<file path="src/rtl/ucsbece154a_muldiv_pkg.sv">
// ucsbece154a_muldiv_pkg: op codes, FSM states and counter sizing for the multiply/divide unit
package ucsbece154a_muldiv_pkg;
  typedef enum logic [1:0] {
    MD_MULT  = 2'b00,
    MD_MULTU = 2'b01,
    MD_DIV   = 2'b10,
    MD_DIVU  = 2'b11
  } md_op_e;
  typedef enum logic [1:0] {
    S_IDLE = 2'b00,
    S_RUN  = 2'b01,
    S_FIX  = 2'b10
  } md_state_e;
  function automatic int md_cnt_w(input int w);
    return $clog2(w + 1);
  endfunction
endpackage

</file>
<file path="src/rtl/ucsbece154a_muldiv_if.sv">
// ucsbece154a_muldiv_if: request, MTHI/MTLO and HI/LO result bundle between controller and muldiv
interface ucsbece154a_muldiv_if #(parameter int WIDTH = 32);
  logic             start_i;
  logic [1:0]       op_i;
  logic [WIDTH-1:0] a_i;
  logic [WIDTH-1:0] b_i;
  logic             we_hi_i;
  logic             we_lo_i;
  logic [WIDTH-1:0] wd_i;
  logic             busy_o;
  logic             done_o;
  logic [WIDTH-1:0] hi_o;
  logic [WIDTH-1:0] lo_o;
  modport master (output start_i, op_i, a_i, b_i, we_hi_i, we_lo_i, wd_i,
                  input  busy_o, done_o, hi_o, lo_o);
  modport slave  (input  start_i, op_i, a_i, b_i, we_hi_i, we_lo_i, wd_i,
                  output busy_o, done_o, hi_o, lo_o);
endinterface

</file>
<file path="src/rtl/ucsbece154a_muldiv.sv">
// ucsbece154a_muldiv: iterative MULT/MULTU/DIV/DIVU unit holding the HI/LO registers
module ucsbece154a_muldiv
  import ucsbece154a_muldiv_pkg::*;
#(
  parameter int WIDTH = 32
) (
  input logic                 clk,
  input logic                 rst_n_i,
  ucsbece154a_muldiv_if.slave md
);
  localparam int CW = md_cnt_w(WIDTH);
  md_state_e          state, state_n;
  logic [CW-1:0]      cnt;
  logic               is_div, neg_res, neg_rem, busy, done;
  logic               sgn, op_div, a_neg, b_neg;
  logic [WIDTH-1:0]   acc, mq, bm, hi, lo, a_mag, b_mag;
  logic [WIDTH:0]     add_a, add_b;
  logic [WIDTH+1:0]   sum;
  logic [2*WIDTH-1:0] prod_fix;
  always_ff @(posedge clk or negedge rst_n_i)
    if (!rst_n_i) state <= S_IDLE;
    else          state <= state_n;
  always_comb begin
    state_n = S_IDLE;
    state_n = state == S_IDLE ? (md.start_i ? S_RUN : S_IDLE)
            : state == S_RUN  ? (cnt == CW'(WIDTH-1) ? S_FIX : S_RUN)
            : S_IDLE;
  end
  // Operand conditioning at launch: signed ops iterate on magnitudes
  always_comb begin
    sgn    = (md.op_i == MD_MULT) || (md.op_i == MD_DIV);
    op_div = (md.op_i == MD_DIV) || (md.op_i == MD_DIVU);
    a_neg  = sgn & md.a_i[WIDTH-1];
    b_neg  = sgn & md.b_i[WIDTH-1];
    a_mag  = a_neg ? -md.a_i : md.a_i;
    b_mag  = b_neg ? -md.b_i : md.b_i;
  end
  // Shared adder: add for multiply, carry-out doubles as the no-borrow flag for divide
  always_comb begin
    add_a    = is_div ? {acc, mq[WIDTH-1]} : {1'b0, acc};
    add_b    = is_div ? ~{1'b0, bm} : (mq[0] ? {1'b0, bm} : '0);
    sum      = {1'b0, add_a} + {1'b0, add_b} + (WIDTH+2)'(is_div);
    prod_fix = neg_res ? -{acc, mq} : {acc, mq};
  end
  always_ff @(posedge clk or negedge rst_n_i)
    if (!rst_n_i) begin
      cnt     <= '0;
      is_div  <= 1'b0;
      neg_res <= 1'b0;
      neg_rem <= 1'b0;
      acc     <= '0;
      mq      <= '0;
      bm      <= '0;
      hi      <= '0;
      lo      <= '0;
      busy    <= 1'b0;
      done    <= 1'b0;
    end else begin
      busy <= state_n != S_IDLE;
      done <= state == S_FIX;
      if (state == S_IDLE) begin
        if (md.we_hi_i) hi <= md.wd_i;
        if (md.we_lo_i) lo <= md.wd_i;
        if (md.start_i) begin
          is_div  <= op_div;
          // A zero divisor keeps the quotient all ones regardless of sign
          neg_res <= (a_neg ^ b_neg) & (~op_div | (|md.b_i));
          neg_rem <= a_neg;
          acc     <= '0;
          mq      <= a_mag;
          bm      <= b_mag;
          cnt     <= '0;
        end
      end else if (state == S_RUN) begin
        cnt <= cnt + 1'b1;
        if (is_div) begin
          acc <= sum[WIDTH+1] ? sum[WIDTH-1:0] : add_a[WIDTH-1:0];
          mq  <= {mq[WIDTH-2:0], sum[WIDTH+1]};
        end else begin
          acc <= sum[WIDTH:1];
          mq  <= {sum[0], mq[WIDTH-1:1]};
        end
      end else begin
        hi <= is_div ? (neg_rem ? -acc : acc) : prod_fix[2*WIDTH-1:WIDTH];
        lo <= is_div ? (neg_res ? -mq : mq) : prod_fix[WIDTH-1:0];
      end
    end
  assign md.busy_o = busy;
  assign md.done_o = done;
  assign md.hi_o   = hi;
  assign md.lo_o   = lo;
endmodule

</file>
<file path="src/flat_wrapper.sv">
// flat-port wrapper written by rule: the top's interface ports become plain ports
module ucsbece154a_muldiv_flat import ucsbece154a_muldiv_pkg::*;
#(
  parameter int WIDTH = 32
)
  (clk, rst_n_i, md_start_i, md_op_i, md_a_i, md_b_i, md_we_hi_i, md_we_lo_i, md_wd_i, md_busy_o, md_done_o, md_hi_o, md_lo_o);
  ucsbece154a_muldiv_if #(.WIDTH(WIDTH)) md_i ();
  input logic clk;
  input logic rst_n_i;
  input wire logic [$bits(md_i.start_i)-1:0] md_start_i;
  input wire logic [$bits(md_i.op_i)-1:0] md_op_i;
  input wire logic [$bits(md_i.a_i)-1:0] md_a_i;
  input wire logic [$bits(md_i.b_i)-1:0] md_b_i;
  input wire logic [$bits(md_i.we_hi_i)-1:0] md_we_hi_i;
  input wire logic [$bits(md_i.we_lo_i)-1:0] md_we_lo_i;
  input wire logic [$bits(md_i.wd_i)-1:0] md_wd_i;
  output wire logic [$bits(md_i.busy_o)-1:0] md_busy_o;
  output wire logic [$bits(md_i.done_o)-1:0] md_done_o;
  output wire logic [$bits(md_i.hi_o)-1:0] md_hi_o;
  output wire logic [$bits(md_i.lo_o)-1:0] md_lo_o;
  assign md_i.start_i = md_start_i;
  assign md_i.op_i = md_op_i;
  assign md_i.a_i = md_a_i;
  assign md_i.b_i = md_b_i;
  assign md_i.we_hi_i = md_we_hi_i;
  assign md_i.we_lo_i = md_we_lo_i;
  assign md_i.wd_i = md_wd_i;
  assign md_busy_o = md_i.busy_o;
  assign md_done_o = md_i.done_o;
  assign md_hi_o = md_i.hi_o;
  assign md_lo_o = md_i.lo_o;
  ucsbece154a_muldiv #(.WIDTH(WIDTH)) u_core (.clk(clk), .rst_n_i(rst_n_i), .md(md_i));
endmodule
</file>
<file path="config.mk">
export PLATFORM = sky130hd
export DESIGN_NAME = ucsbece154a_muldiv_flat
export DESIGN_NICKNAME = d
export VERILOG_FILES = /design/src/rtl/ucsbece154a_muldiv_pkg.sv /design/src/rtl/ucsbece154a_muldiv_if.sv /design/src/rtl/ucsbece154a_muldiv.sv /design/src/flat_wrapper.sv
export SDC_FILE = /design/constraint.sdc
export NUM_CORES = 1
export LEC_CHECK = 0
export BUFFER_PORTS_ARGS = -buffer_cell sky130_fd_sc_hd__buf_2
export CORE_ASPECT_RATIO = 0.5
export CORE_MARGIN = 1
export CORE_UTILIZATION = 50
export DETAILED_ROUTE_END_ITERATION = 7
export GPL_TIMING_DRIVEN = 1
export PLACE_DENSITY = 0.7
export SLEW_MARGIN = 30
export SYNTH_ARGS = -nofsm -noshare
export SYNTH_HDL_FRONTEND = slang
export SYNTH_SLANG_ARGS = --single-unit
</file>
<file path="constraint.sdc">
create_clock -name clk -period 5.5 [get_ports clk]
set_clock_uncertainty 0.05 [all_clocks]
set_input_delay 1.1 -clock clk [delete_from_list [all_inputs] [get_ports clk]]
set_output_delay 1.1 -clock clk [all_outputs]
set_load 0.02 [all_outputs]
</file>
==> impl_metrics.csv, run 1 <==
group,metric,value,unit
outcome,status,"complete, no violations",
power_and_ir_drop,p_int,4.90,mW
timing,setup_viol,0,
synth,yosysWarnings,0,
critical_path,crit_path_end_kind,"register",
floorplan,start_util,0.519,
clocking,post_cts_buffers,0,
finish,final_cells,2086,
routing,via_per_inst,6.10,
synth,synth_fp_nets,1791,
grt,grt_max_degree,113,
synth,synth-seq-cells,173,
finish,most-common-layout-cells,"210 x nand2_1, 173 x o21ai_0, 171 x nor2_1, 171 x dfrtp_1, 167 x buf_2",
timing,worstMarginPinSlew,832,ps
timing,fmax,0.226,GHz
synth,synthTopCellsByArea,"dfrtp_1 32%, o21ai_0 6.5%, mux2_2 6.1%",
power_and_ir_drop,leakage,6.50,nW
critical_path,cp-startpoint,"u_core.is_div$_DFFE_PN0P_",
critical_path,required,5760,ps
placed_design,dp_cells,2053,
timing,maxSlewViolCount,0,
finish,final_common_cell,"nand2_1",
critical_path,start_kind,"register",
critical_path,ff2ff_path_depth,13,
routing,drcViolationCount,0,
finish,drive_gt1_frac,0.189,
critical_path,timing.rr.end,"u_core.acc[31]$_DFFE_PN0P_",
finish,areaGrowthSynthToFinish,12.1,%
clocking,cts_resized,0,
floorplan,dieArea,0.0274,mm^2
floorplan,io_pins,169,
critical_path,reg2reg_setup_slack,1070,ps
floorplan,rows,41,
critical_path,slowest_delay,730,ps
synth,synth_top_area_share,0.324,
synth,synthFlopType,"dfrtp_1",
timing,finalSetupTns,0,ps
timing,hold_viol_final,0,
placed_design,place_hpwl,30.7,mm
critical_path,worst-path-stages,13,
routing,wire_per_inst,19.6,um
timing,fin_crit,4430,ps
timing,min_period_over_period,0.805,
grt,grt_pass1_vias,12100,
placed_design,port_buffers,168,
clocking,root_buffer,"clkbuf_16",
grt,grt_use_total,0.300,
power_and_ir_drop,seqPwrFrac,0.265,
critical_path,worstPathArrival,4690,ps
synth,synth_area_leader_cell,"dfrtp_1",
floorplan,chipWidth,233,um
finish,nets,1871,
clocking,clkLatencyLatePin,460,ps
power_and_ir_drop,irDropWorstVdd,0.000292,V
critical_path,crit_type,"reg2reg",
synth,netlist_instances,1649,
routing,vias,12700,
routing,ant_nets,0,
synth,avgSynthCellArea,8.09,um^2
power_and_ir_drop,p_sw,4.86,mW
clocking,clk_path_buf_depth,2,
routing,routed_wl,40.9,mm
power_and_ir_drop,swShare,0.498,
critical_path,critPathCapture,"u_core.acc[31]$_DFFE_PN0P_",
critical_path,critPathTopFamily,"buffers and inverters",
critical_path,path_cells,"buf_4, buf_4, mux2_2, ha_1, a21o_1, a21o_1, a21oi_1, and3_1, nand3_1, nand2_1, buf_4, nor2_1, a2111oi_0",
hold_path,hp-class,"reg2reg",
synth,syn_area,0.0133,mm^2
grt,grt_pass1_wl,65.0,mm
clocking,numCtsBuffers,17,
synth,yosysSeqAreaShare,0.324,
synth,synth-edff-count,0,
routing,drtIter0Drc,1257,
synth,synth_cell_types,70,
critical_path,crit_buf_inv,3,
grt,grt_remaining_overflow,0,
critical_path,cp_max_fo,61,
routing,first_pass_iters,5,
run,drv_cap,0,
power_and_ir_drop,p_per_area,652,mW/mm^2
critical_path,rr_startpoint,"u_core.is_div$_DFFE_PN0P_",
clocking,path_clk_slew,60,ps
clocking,ctsHtreeMaxLevel,4,
floorplan,die_y,118,um
power_and_ir_drop,p_clk_frac,0.133,
clocking,ctsHoldBuffers,0,
finish,nFillCells,2353,
grt,antenna_found_initial,0,
clocking,cts_tree,"yes",
timing,max_slew_margin,0.444,
clocking,clkSinkCount,173,
placed_design,gp_congestion,0.938,
power_and_ir_drop,p_comb_frac,0.601,
floorplan,core,0.0257,mm^2
critical_path,crit_path_frequent_cell,"buf_4",
critical_path,critPathSlowestCell,"buf_4",
timing,rsz0062_at_grt,"false",
synth,async_flop_share,1.00,
## power by group through the flow
stage                     Sequential, mW  Combinational (mW)  Clock (mW)
after CTS                           2.56                5.78        1.32
final                               2.59                5.87        1.30
after global routing                2.66                6.43        1.37
after global placement              2.55                5.68           0
after floorplan                     2.43                4.19           0
after detailed placement            2.58                5.74           0
## metal layers
layer / vias up / track usage / part of all wire
met2: 448 / 0.464 / 0.45
li1: 6032 / - / -
met1: 6177 / 0.418 / 0.46
met4: 0 / 0.0915 / 0.023
met5: - / 0 / 0
met3: 65 / 0.0661 / 0.069
## Yosys cell counts, drive strengths merged, types with 12 or more instances
cell and n:
o41ai 12, a21o 22, nor2 174, nand4 13, inv 24, mux2 73, o31ai 46, ha 37
or3 12, dfrtp 173, and3 12, xor2 79, clkbuf 105, o221ai 25, a21oi 120, xnor2 67
nand3 18, a31oi 22, nor3 28, buf 20, nand2 212, mux2i 36, o21ai 176, nor4 20
nand2b 16
## worst min path at each step
| stage | from | to | cells past startpoint | slack (ps) |
|---|---|---|---|---|
| 6_report | u_core.md.hi_o[24]$_DFFE_PN0P_ | u_core.md.hi_o[24]$_DFFE_PN0P_ | 2 | 420 |
| 5_1_grt | u_core.md.lo_o[4]$_DFFE_PN0P_ | u_core.md.lo_o[4]$_DFFE_PN0P_ | 2 | 450 |
| 4_1_cts | u_core.md.lo_o[23]$_DFFE_PN0P_ | u_core.md.lo_o[23]$_DFFE_PN0P_ | 2 | 430 |
| 3_5_place_dp | u_core.md.lo_o[23]$_DFFE_PN0P_ | u_core.md.lo_o[23]$_DFFE_PN0P_ | 2 | 410 |
| 3_3_place_gp | u_core.md.lo_o[24]$_DFFE_PN0P_ | u_core.md.lo_o[24]$_DFFE_PN0P_ | 2 | 410 |
| 2_1_floorplan | u_core.cnt[5]$_DFFE_PN0P_ | u_core.state[1]$_DFF_PN0_ | 1 | 400 |
## sequential cells by signal, indices dropped and copies added, names as in the netlist
signal            flops
u_core.md.lo_o       32
u_core.state          2
u_core.is_div         1
u_core.md.hi_o       32
u_core.acc           32
u_core.cnt            6
u_core.md.done_o      1
u_core.neg_res        1
u_core.bm            32
u_core.mq            32
u_core.md.busy_o      1
u_core.neg_rem        1
## layout make-up
| cell class | instances | area (um^2) | share of cell area |
|---|---|---|---|
| clock buffers | 20 | 467 | 0.0312 |
| clock inverters | 11 | 155 | 0.0104 |
| flip-flops and latches | 173 | 4330 | 0.290 |
| multi-input cells | 1327 | 8480 | 0.567 |
| repair buffers | 186 | 1010 | 0.0672 |
| diodes | 1 | 2.50 | 0.000167 |
| inverters | 24 | 90.1 | 0.00602 |
| well taps | 344 | 430 | 0.0288 |
## worst min-delay path, cell delays in order (launching register included)
cell     delay (ps)
dfrtp_1         340
nand2_1          50
o41ai_1          50
## metrics by stage
| step | power (mW) | worst slack [ps] | utilization | area, um^2 | hold WS [ps] |
|---|---|---|---|---|---|
| 2_1_floorplan | 6.62 | 1120 | - | 13300 | 405 |
| 4_1_cts | 9.66 | 960 | 0.581 | 14900 | 429 |
| 3_5_place_dp | 8.32 | 973 | 0.557 | 14300 | 413 |
| 5_1_grt | 10.5 | 821 | 0.582 | 15000 | 450 |
| 6_report | 9.76 | 1070 | 0.582 | 15000 | 422 |
| 3_3_place_gp | 8.23 | 1080 | 0.557 | 14300 | 406 |
## kinds of logic after synthesis
family / after synthesis / share of synthesized area
buf+inv: 149 / 0.0435
xor+xnor: 146 / 0.0958
simple gates: 549 / 0.187
compound gates: 484 / 0.222
mux: 109 / 0.0889
flops: 173 / 0.324
fa+ha+maj: 39 / 0.0377
(Power assumes the default switching activity.)
==> inputs of run 2 (changes only) <==
--- a/config.mk
+++ b/config.mk
@@ -11,7 +11,7 @@
 export CORE_UTILIZATION = 50
 export DETAILED_ROUTE_END_ITERATION = 7
 export GPL_TIMING_DRIVEN = 1
-export PLACE_DENSITY = 0.7
+export PLACE_DENSITY = 0.73
 export SLEW_MARGIN = 30
 export SYNTH_ARGS = -nofsm -noshare
 export SYNTH_HDL_FRONTEND = slang
==> constraint.sdc (replaced) <==
create_clock -name clk -period 3.71 [get_ports clk]
set_clock_uncertainty 0.05 [all_clocks]
set_input_delay 0.742 -clock clk [delete_from_list [all_inputs] [get_ports clk]]
set_output_delay 0.742 -clock clk [all_outputs]
set_load 0.02 [all_outputs]
==> run 2 against run 1 <==
Design area rose by 3.8%; cell count up 3.0%; critical path depth up 1; via count fell by 0.90%; global-route usage shrank 0.51 points; sequential share of layout area down 1.1 points; combinational power up 63%; register-to-register slack worse by 900 ps; worst hold slack worse by 250 ps; sequential power up 44%; first-iteration DRC count down 1.1%; fmax increased by 25%; largest cell class unchanged; largest power group unchanged; highest routed layer is now met5.
==> impl_metrics.csv, run 2 (same netlist as run 1, synthesis figures left out) <==
group,metric,value,unit
outcome,status,"complete, no violations",
critical_path,crit_type,"reg2reg",
placed_design,place_hpwl,30.2,mm
timing,fmax,0.283,GHz
floorplan,rows,41,
grt,grt_pass1_wl,63.8,mm
timing,hold_viol_final,0,
finish,most-common-layout-cells,"211 x nand2_1, 172 x dfrtp_1, 170 x nor2_1",
routing,drtIter0Drc,1243,
grt,antenna_found_initial,1,
placed_design,port_buffers,168,
clocking,ctsHtreeMaxLevel,4,
timing,fin_crit,3540,ps
clocking,clkSinkCount,173,
routing,first_pass_iters,5,
critical_path,timing.rr.end,"u_core.acc[28]$_DFFE_PN0P_",
floorplan,core,0.0257,mm^2
finish,drive_gt1_frac,0.221,
hold_path,hp-class,"in2async",
finish,nFillCells,2343,
placed_design,gp_congestion,0.962,
floorplan,die_y,118,um
timing,min_period_over_period,0.953,
finish,final_cells,2148,
timing,worstMarginPinSlew,813,ps
floorplan,dieArea,0.0274,mm^2
finish,regArea,0.00433,mm^2
finish,areaGrowthSynthToFinish,16.4,%
finish,nets,1933,
power_and_ir_drop,leakage,6.84,nW
timing,max_slew_margin,0.458,
timing,rsz0062_at_grt,"true",
clocking,clk_path_buf_depth,2,
clocking,root_buffer,"clkbuf_16",
timing,maxSlewViolCount,0,
clocking,numCtsBuffers,17,
clocking,ctsHoldBuffers,0,
critical_path,start_kind,"register",
floorplan,chipWidth,233,um
routing,via_per_inst,5.87,
floorplan,start_util,0.519,
finish,multi_input_area,0.00853,mm^2
placed_design,dp_cells,2115,
critical_path,cp_max_fo,7,
grt,grt_max_degree,123,
floorplan,io_pins,169,
grt,grt_use_total,0.295,
critical_path,ff2ff_path_depth,14,
grt,grt_remaining_overflow,0,
critical_path,crit_path_end_kind,"register",
clocking,path_clk_slew,70,ps
clocking,cts_tree,"yes",
finish,n_antenna_cell,0,
grt,grt_pass1_vias,11900,
routing,ant_nets,0,
power_and_ir_drop,irDropWorstVdd,0.000425,V
timing,setup_viol,0,
routing,wire_per_inst,18.5,um
routing,vias,12600,
timing,holdWs,176,ps
routing,routed_wl,39.7,mm
clocking,clkLatencyLatePin,450,ps
routing,drcViolationCount,0,
critical_path,worstPathArrival,3850,ps
run,drv_cap,0,
power_and_ir_drop,power.total,15.3,mW
critical_path,reg2reg_setup_slack,170,ps
power_and_ir_drop,p_per_area,983,mW/mm^2
critical_path,required,4020,ps
finish,final_common_cell,"nand2_1",
critical_path,rr_startpoint,"u_core.mq[0]$_DFFE_PN0P_",
[run 2: cell type report]
type | count | share of cell area
clock buffer | 20 | 0.0294
clock inverter | 12 | 0.0118
inverter | 24 | 0.00580
multi-input combinational | 1327 | 0.549
sequential | 173 | 0.279
tap | 344 | 0.0277
timing repair buffer | 248 | 0.0972
[run 2: worst max path at each step]
stage / from / endpoint / slack, ps / cells after the start
floorplan: u_core.is_div$_DFFE_PN0P_ / u_core.acc[28]$_DFFE_PN0P_ / -110 / 16
global placement: u_core.mq[0]$_DFFE_PN0P_ / u_core.acc[30]$_DFFE_PN0P_ / 120 / 14
detailed placement: u_core.mq[0]$_DFFE_PN0P_ / u_core.acc[30]$_DFFE_PN0P_ / 50 / 14
CTS: u_core.mq[0]$_DFFE_PN0P_ / u_core.acc[30]$_DFFE_PN0P_ / 50 / 14
global route: u_core.is_div$_DFFE_PN0P_ / u_core.acc[28]$_DFFE_PN0P_ / -30 / 13
finish: u_core.mq[0]$_DFFE_PN0P_ / u_core.acc[28]$_DFFE_PN0P_ / 170 / 14
[run 2: worst max-delay path: stages (launching register included)]
cell	delay, ps
dfrtp_1	390
inv_2	80
nor2_2	70
mux2_4	280
fa_2	380
fa_2	350
a21o_1	190
a221o_1	360
a31oi_4	180
nor2_1	80
a311oi_2	360
o31a_1	250
xnor2_2	140
nor2_1	60
o31ai_1	210
[run 2: layer usage]
layer	GRT usage	wire (um)	vias to the layer above
met2	0.443	17500	406
met4	0.0960	907	2
met5	0	18	-
met3	0.0533	2570	69
met1	0.428	18700	5957
li1	-	-	6173
[run 2: what timing repair did]
action                                  4_1_cts  5_1_grt
endpoints found under the setup margin        0       12
setup buffers                                 0        1
gates resized for setup                       0        8
[run 2: power breakdown]
group | internal, mW | total (mW) | switching, mW | leakage (nW)
combinational | 4.13 | 9.57 | 5.44 | 4.42
clock | 1.17 | 1.97 | 0.795 | 0.313
sequential | 2.70 | 3.73 | 1.03 | 2.11
total | 8.00 | 15.3 | 7.27 | 6.84
[run 2: metrics by stage]
stage	area (um^2)	setup WS (ps)	util	setup TNS, ps
finish	15500	174	0.604	0
CTS	15500	50.7	0.603	0
global placement	14900	121	0.578	0
floorplan	13400	-114	-	-468
detailed placement	14900	48.7	0.578	0
global route	15500	-31.5	0.604	-31.5
